==> src/rtl/led_mode_if.sv <==
// Control/status bundle between the LED mode scheduler and its host.
// The mode_mask_i member exists only when LED_MODE_MASK_EN is defined.
interface led_mode_if;
    logic       tick_i;
    logic       btn_next_i;
    logic       btn_freq_i;
    logic       auto_i;
`ifdef LED_MODE_MASK_EN
    logic [3:0] mode_mask_i;
`endif
    logic [1:0] mode_sel_o;
    logic [1:0] freq_sel_o;
    logic [3:0] mode_en_o;
    logic [3:0] mode_rst_o;
    logic       blank_o;
    logic       switch_pulse_o;

    modport master (
`ifdef LED_MODE_MASK_EN
        output mode_mask_i,
`endif
        output tick_i,
        output btn_next_i,
        output btn_freq_i,
        output auto_i,
        input  mode_sel_o,
        input  freq_sel_o,
        input  mode_en_o,
        input  mode_rst_o,
        input  blank_o,
        input  switch_pulse_o
    );

    modport slave (
`ifdef LED_MODE_MASK_EN
        input  mode_mask_i,
`endif
        input  tick_i,
        input  btn_next_i,
        input  btn_freq_i,
        input  auto_i,
        output mode_sel_o,
        output freq_sel_o,
        output mode_en_o,
        output mode_rst_o,
        output blank_o,
        output switch_pulse_o
    );
endinterface

==> src/rtl/led_mode_scheduler.sv <==
// Mode/frequency sequencer for the 4-mode LED pattern subsystem: debounced buttons,
// dwell-based auto-rotation and a blanking interval on every mode change.
// Optional LED_MODE_MASK_EN adds a per-mode enable mask that advance skips over.
module led_mode_scheduler #(
    parameter int unsigned DWELL_TICKS  = 64,
    parameter int unsigned DEB_CYCLES   = 16,
    parameter int unsigned BLANK_CYCLES = 4
) (
    input  logic      clk,
    input  logic      reset,
    led_mode_if.slave bus
);
    localparam int unsigned DWELL_W  = (DWELL_TICKS  > 1) ? $clog2(DWELL_TICKS)  : 1;
    localparam int unsigned DEB_W    = (DEB_CYCLES   > 1) ? $clog2(DEB_CYCLES)   : 1;
    localparam int unsigned BLANK_W  = (BLANK_CYCLES > 1) ? $clog2(BLANK_CYCLES) : 1;
    localparam int unsigned N_BTN    = 2;
    localparam int unsigned BTN_NEXT = 0;
    localparam int unsigned BTN_FREQ = 1;

    typedef enum logic {
        ST_BLANK = 1'b0,
        ST_RUN   = 1'b1
    } state_t;

    logic [N_BTN-1:0] w_btn_raw;
    logic [N_BTN-1:0] r_sync1;
    logic [N_BTN-1:0] r_sync2;
    logic [N_BTN-1:0] r_deb;
    logic [N_BTN-1:0] r_press;
    logic [DEB_W-1:0] r_deb_cnt [N_BTN];

    state_t               r_state;
    state_t               w_state_nxt;
    logic [BLANK_W-1:0]   r_blank_cnt;
    logic [BLANK_W-1:0]   w_blank_cnt_nxt;
    logic [DWELL_W-1:0]   r_dwell;
    logic [DWELL_W-1:0]   w_dwell_nxt;
    logic [1:0]           r_mode_sel;
    logic [1:0]           w_mode_sel_nxt;
    logic [1:0]           w_mode_inc;
    logic [1:0]           r_freq_sel;
    logic [1:0]           w_freq_sel_nxt;
    logic [3:0]           r_mode_en;
    logic [3:0]           w_mode_en_nxt;
    logic [3:0]           r_mode_rst;
    logic [3:0]           w_mode_rst_nxt;
    logic                 r_blank;
    logic                 w_blank_nxt;
    logic                 r_switch_pulse;
    logic                 w_switch_pulse_nxt;
    logic                 w_run_tick;
    logic                 w_expire;

    assign w_btn_raw = {bus.btn_freq_i, bus.btn_next_i};

    // 2-flop synchronizer plus per-button debouncer; r_press is a one-cycle rising event
    always_ff @(posedge clk or posedge reset) begin
        if (reset) begin
            r_sync1 <= '0;
            r_sync2 <= '0;
            r_deb   <= '0;
            r_press <= '0;
            for (int i = 0; i < int'(N_BTN); i++) begin
                r_deb_cnt[i] <= '0;
            end
        end else begin
            r_sync1 <= w_btn_raw;
            r_sync2 <= r_sync1;
            for (int i = 0; i < int'(N_BTN); i++) begin
                r_press[i] <= 1'b0;
                if (r_sync2[i] == r_deb[i]) begin
                    r_deb_cnt[i] <= '0;
                end else if (r_deb_cnt[i] == DEB_W'(DEB_CYCLES - 1)) begin
                    r_deb_cnt[i] <= '0;
                    r_deb[i]     <= r_sync2[i];
                    r_press[i]   <= r_sync2[i];
                end else begin
                    r_deb_cnt[i] <= r_deb_cnt[i] + DEB_W'(1);
                end
            end
        end
    end

`ifdef LED_MODE_MASK_EN
    logic [3:0] w_mask_eff;
    logic [1:0] w_cand;
    logic       w_found;

    // First enabled mode after the current one, wrapping; falls back to the current mode
    always_comb begin
        w_mask_eff = (bus.mode_mask_i == 4'b0000) ? 4'b1111 : bus.mode_mask_i;
        w_mode_inc = r_mode_sel;
        w_cand     = r_mode_sel;
        w_found    = 1'b0;
        for (int unsigned k = 1; k <= 4; k++) begin
            w_cand = r_mode_sel + 2'(k);
            if (!w_found && w_mask_eff[w_cand]) begin
                w_mode_inc = w_cand;
                w_found    = 1'b1;
            end
        end
    end
`else
    assign w_mode_inc = r_mode_sel + 2'd1;
`endif

    assign w_run_tick = bus.auto_i & bus.tick_i;
    assign w_expire   = w_run_tick & (r_dwell == DWELL_W'(DWELL_TICKS - 1));

    // Next-state and next-output logic; outputs are registered from the next state
    always_comb begin
        w_state_nxt        = r_state;
        w_blank_cnt_nxt    = r_blank_cnt;
        w_dwell_nxt        = r_dwell;
        w_mode_sel_nxt     = r_mode_sel;
        w_freq_sel_nxt     = r_freq_sel;
        w_switch_pulse_nxt = 1'b0;
        w_mode_en_nxt      = 4'b0000;
        w_mode_rst_nxt     = 4'b1111;
        w_blank_nxt        = 1'b1;

        case (r_state)
            ST_BLANK: begin
                w_dwell_nxt = '0;
                if (r_blank_cnt == BLANK_W'(BLANK_CYCLES - 1)) begin
                    w_blank_cnt_nxt = '0;
                    w_state_nxt     = ST_RUN;
                end else begin
                    w_blank_cnt_nxt = r_blank_cnt + BLANK_W'(1);
                end
            end
            ST_RUN: begin
                if (r_press[BTN_NEXT] || w_expire) begin
                    w_mode_sel_nxt     = w_mode_inc;
                    w_dwell_nxt        = '0;
                    w_blank_cnt_nxt    = '0;
                    w_switch_pulse_nxt = 1'b1;
                    w_state_nxt        = ST_BLANK;
                end else if (w_run_tick) begin
                    w_dwell_nxt = r_dwell + DWELL_W'(1);
                end
            end
            default: begin
                w_state_nxt     = ST_BLANK;
                w_blank_cnt_nxt = '0;
                w_dwell_nxt     = '0;
            end
        endcase

        if (r_press[BTN_FREQ]) begin
            w_freq_sel_nxt = r_freq_sel + 2'd1;
        end

        if (w_state_nxt == ST_RUN) begin
            w_mode_en_nxt  = 4'b0001 << w_mode_sel_nxt;
            w_mode_rst_nxt = ~w_mode_en_nxt;
            w_blank_nxt    = 1'b0;
        end
    end

    always_ff @(posedge clk or posedge reset) begin
        if (reset) begin
            r_state        <= ST_BLANK;
            r_blank_cnt    <= '0;
            r_dwell        <= '0;
            r_mode_sel     <= 2'd0;
            r_freq_sel     <= 2'd0;
            r_mode_en      <= 4'b0000;
            r_mode_rst     <= 4'b1111;
            r_blank        <= 1'b1;
            r_switch_pulse <= 1'b0;
        end else begin
            r_state        <= w_state_nxt;
            r_blank_cnt    <= w_blank_cnt_nxt;
            r_dwell        <= w_dwell_nxt;
            r_mode_sel     <= w_mode_sel_nxt;
            r_freq_sel     <= w_freq_sel_nxt;
            r_mode_en      <= w_mode_en_nxt;
            r_mode_rst     <= w_mode_rst_nxt;
            r_blank        <= w_blank_nxt;
            r_switch_pulse <= w_switch_pulse_nxt;
        end
    end

    assign bus.mode_sel_o     = r_mode_sel;
    assign bus.freq_sel_o     = r_freq_sel;
    assign bus.mode_en_o      = r_mode_en;
    assign bus.mode_rst_o     = r_mode_rst;
    assign bus.blank_o        = r_blank;
    assign bus.switch_pulse_o = r_switch_pulse;

endmodule

==> src/flat_wrapper.sv <==
// flat-port wrapper written by rule: the top's interface ports become plain ports
module led_mode_scheduler_flat 
#(
    parameter int unsigned DWELL_TICKS  = 64,
    parameter int unsigned DEB_CYCLES   = 16,
    parameter int unsigned BLANK_CYCLES = 4
)
  (clk, reset, bus_tick_i, bus_btn_next_i, bus_btn_freq_i, bus_auto_i, bus_mode_sel_o, bus_freq_sel_o, bus_mode_en_o, bus_mode_rst_o, bus_blank_o, bus_switch_pulse_o);
  led_mode_if bus_i ();
  input  logic clk;
  input  logic reset;
  input wire logic [$bits(bus_i.tick_i)-1:0] bus_tick_i;
  input wire logic [$bits(bus_i.btn_next_i)-1:0] bus_btn_next_i;
  input wire logic [$bits(bus_i.btn_freq_i)-1:0] bus_btn_freq_i;
  input wire logic [$bits(bus_i.auto_i)-1:0] bus_auto_i;
  output wire logic [$bits(bus_i.mode_sel_o)-1:0] bus_mode_sel_o;
  output wire logic [$bits(bus_i.freq_sel_o)-1:0] bus_freq_sel_o;
  output wire logic [$bits(bus_i.mode_en_o)-1:0] bus_mode_en_o;
  output wire logic [$bits(bus_i.mode_rst_o)-1:0] bus_mode_rst_o;
  output wire logic [$bits(bus_i.blank_o)-1:0] bus_blank_o;
  output wire logic [$bits(bus_i.switch_pulse_o)-1:0] bus_switch_pulse_o;
  assign bus_i.tick_i = bus_tick_i;
  assign bus_i.btn_next_i = bus_btn_next_i;
  assign bus_i.btn_freq_i = bus_btn_freq_i;
  assign bus_i.auto_i = bus_auto_i;
  assign bus_mode_sel_o = bus_i.mode_sel_o;
  assign bus_freq_sel_o = bus_i.freq_sel_o;
  assign bus_mode_en_o = bus_i.mode_en_o;
  assign bus_mode_rst_o = bus_i.mode_rst_o;
  assign bus_blank_o = bus_i.blank_o;
  assign bus_switch_pulse_o = bus_i.switch_pulse_o;
  led_mode_scheduler #(.DWELL_TICKS(DWELL_TICKS), .DEB_CYCLES(DEB_CYCLES), .BLANK_CYCLES(BLANK_CYCLES)) u_core (.clk(clk), .reset(reset), .bus(bus_i));
endmodule
==> config.mk <==
export PLATFORM = sky130hd
export DESIGN_NAME = led_mode_scheduler_flat
export DESIGN_NICKNAME = d
export VERILOG_FILES = /design/src/rtl/led_mode_if.sv /design/src/rtl/led_mode_scheduler.sv /design/src/flat_wrapper.sv
export SDC_FILE = /design/constraint.sdc
export NUM_CORES = 1
export LEC_CHECK = 0
export ABC_CLOCK_PERIOD_IN_PS = 2100
export BUFFER_PORTS_ARGS = -buffer_cell sky130_fd_sc_hd__buf_2
export CAP_MARGIN = 10
export CORE_UTILIZATION = 40
export CTS_CLUSTER_SIZE = 20
export DETAILED_ROUTE_END_ITERATION = 16
export PLACE_DENSITY = 0.65
export SYNTH_ARGS = -nofsm -noshare
export SYNTH_HDL_FRONTEND = slang
export SYNTH_SLANG_ARGS = --single-unit
==> constraint.sdc <==
create_clock -name clk -period 2.1 [get_ports clk]
set_clock_uncertainty 0.1 [all_clocks]
set_input_delay 0.525 -clock clk [delete_from_list [all_inputs] [get_ports clk]]
set_output_delay 0.525 -clock clk [all_outputs]
set_load 0.05 [all_outputs]
==> metrics.txt <==
largest cells by area after synthesis=dfrtp_1, dfstp_2, xnor2_1, ha_1, nor3b_1; initial antenna violation count=0; Die Y=64.4 um; Final setup viols=0; endpoints failing hold=0; final instance area=0.00181 mm^2; total negative slack=0 ps; Mapped Area=0.00156 mm^2; CP peak stage delay=510 ps; detailed-route wire length=2320 um; total chip power=1.52 mW; DR WL/cell=11.8 um; # port buffers=19; maxcap violations=0; row cnt=22; die width=64.4 um; Seq/Total Area, Yosys=63.0%; DRC violations left=0; DRT Pass-1 Iters=4; TritonCTS buffer count=5; largest delay contributor family on the critical path=flip-flops; layout cells sized above 1=28.2%; CTS max path bufs=2; yosys warns=0; Leak=0.841 nW; I/O Pins=20; crit path DAT=1130 ps; minimum clock period=1750 ps; Vias/cell=4.82; total gr overflow=0; Reg2Reg Depth=6; Initial DRC Count=56; Core Region=0.00369 mm^2; Final HPWL DP=1610 um; Worst R2R Setup Slack=520 ps; r2r endpoint=u_core.bus.mode_rst_o[0]; Area after DPL=0.00172 mm^2; Distinct cells, synth=30; CP Launch Type=flop; Placed Cells=189; initial core utilization=42.3%; Synth area leader=dfrtp_1; Post-layout nets=158; syn nets=132; area grow syn2layout=15.9%; crit path capture type=output port; Slew Limit Fails=0; power per standard cell area=843 mW/mm^2; type of the tightest min-delay check=in -> async; final cell count without fillers=197; total number of vias=950; fillcell total=359; largest net degree at the start of global routing=40; # Post-CTS Setup Buffers=0; Synth Instances=122; Max-slew headroom=68.6%; die area=0.00415 mm^2; clock sink count=39; H-Tree Depth=2; post-cts sizing count=0; first-pass GRT wire length=4330 um; CTS tree=built; reg2reg start=u_core.r_dwell[0]; GPL Wtd Cong=0.714; Clock transition at path regs=70 ps; Root Buffer=clkbuf_8; ant diodes=0; Final Cycle Share=83.4%; slowest CP cell=dfrtp_1; crit path max fanout=11; Final ANT Viol Nets=0; Worst Setup Path Type=reg -> out; flops & latches, synth=39; vias in the first global route=981; # hold bufs at CTS=0; worst-skew pair later-pin latency=290 ps; critical path required time=1470 ps; syn avg cell area=12.8 um^2; fmax=571 MHz; Cell Chain, Critical Path=buf_2; unrepaired setup endpoints after global routing=no; GRT Total Usage=14.0%; post-synth top area share=54.6%; WP buf/inv=1; slew at the pin closest to its max-slew limit=471 ps; status=complete, no violations; Max IR drop VDD=0.000266 V
-- cell usage in the layout (no fill, tap or decap), types with 4 or more instances in the layout --
cell type  instances
nand3_1            8
nand2_1            5
inv_1              6
nor3b_1            6
dfstp_2            5
xnor2_1           10
clkbuf_8           5
a21oi_1            8
ha_1               4
buf_2             19
dfrtp_1           34
nor2_1             7
-- sequential cells by signal, summed over array words and instances, names as in the netlist --
signal                     cells
u_core.bus.mode_en_o           4
u_core.r_deb                   2
u_core.r_dwell                 6
u_core.r_press                 2
u_core.r_state                 1
u_core.r_deb_cnt               8
u_core.r_sync1                 2
u_core.r_blank_cnt             2
u_core.bus.blank_o             1
u_core.bus.switch_pulse_o      1
u_core.bus.mode_rst_o          4
u_core.r_sync2                 2
u_core.bus.mode_sel_o          2
u_core.bus.freq_sel_o          2
-- worst max path at each step --
stage / startpoint / to / slack [ps] / cells past startpoint
final: u_core.bus.mode_sel_o[0] / bus_mode_sel_o[0] / 350 / 1
after global routing: u_core.bus.mode_sel_o[0] / bus_mode_sel_o[0] / 280 / 1
after CTS: u_core.bus.mode_sel_o[0] / bus_mode_sel_o[0] / 330 / 1
after detailed placement: bus_auto_i / u_core.bus.mode_sel_o[1] / 460 / 5
after global placement: bus_auto_i / u_core.bus.mode_sel_o[1] / 490 / 5
after floorplan: u_core.r_dwell[0] / u_core.bus.mode_en_o[3] / 540 / 5
-- power breakdown --
part	internal, mW	total [mW]	switching [mW]
Clock	0.232	0.479	0.247
Combinational	0.0752	0.165	0.0897
Sequential	0.816	0.880	0.0644
-- per-layer routing --
layer  wire length, um  up-vias  global-route usage [%]
met1              1010      459                    16.2
met4                53        0                    6.67
li1                  -      463                       -
met3               141        6                    5.99
met2              1120       22                    22.4
met5                 0        -                       0
-- synth_stat cells, drive strengths merged --
cell / count
mux2: 2
ha: 4
o31ai: 1
o21ai: 4
a21boi: 1
xnor2: 10
dfstp: 5
inv: 7
nor2: 7
dfrtp: 34
xor2: 3
o41ai: 1
nand4b: 2
a21oi: 8
and3: 1
nand2: 7
nand3: 8
nor2b: 2
or3: 1
nor3b: 6
and2b: 1
nor3: 1
nand3b: 2
buf: 2
o2bb2ai: 1
a211oi: 1
-- logic make-up (layout without fill, tap and decap cells) --
group / after synthesis / in the layout / synth area share, %
AO/OA/AOI/OAI: 17 / 17 / 8.75
XOR/XNOR: 13 / 13 / 7.30
adder cells (fa/ha/maj): 4 / 4 / 3.21
buffers and inverters: 9 / 36 / 2.17
flip-flops: 39 / 39 / 63.0
multiplexers: 2 / 2 / 1.44
AND/OR/NAND/NOR: 38 / 38 / 14.1
-- metrics by stage --
step	utilization, %	hold WS [ps]	setup slack, ps
after detailed placement	46.7	236	464
final	49.0	235	349
after global placement	46.7	233	491
after global routing	49.0	227	281
after floorplan	-	231	541
after CTS	49.0	229	326
-- cell type report --
class	count	area (um^2)	share of cell area, %
Multi-Input combinational cell	74	543	30.1
Clock buffer	6	72.6	4.02
Sequential cell	39	982	54.4
Inverter	7	26.3	1.45
Clock inverter	2	12.5	0.693
Timing Repair Buffer	21	110	6.09
Tap cell	48	60.1	3.32
(Power assumes the default switching activity.)
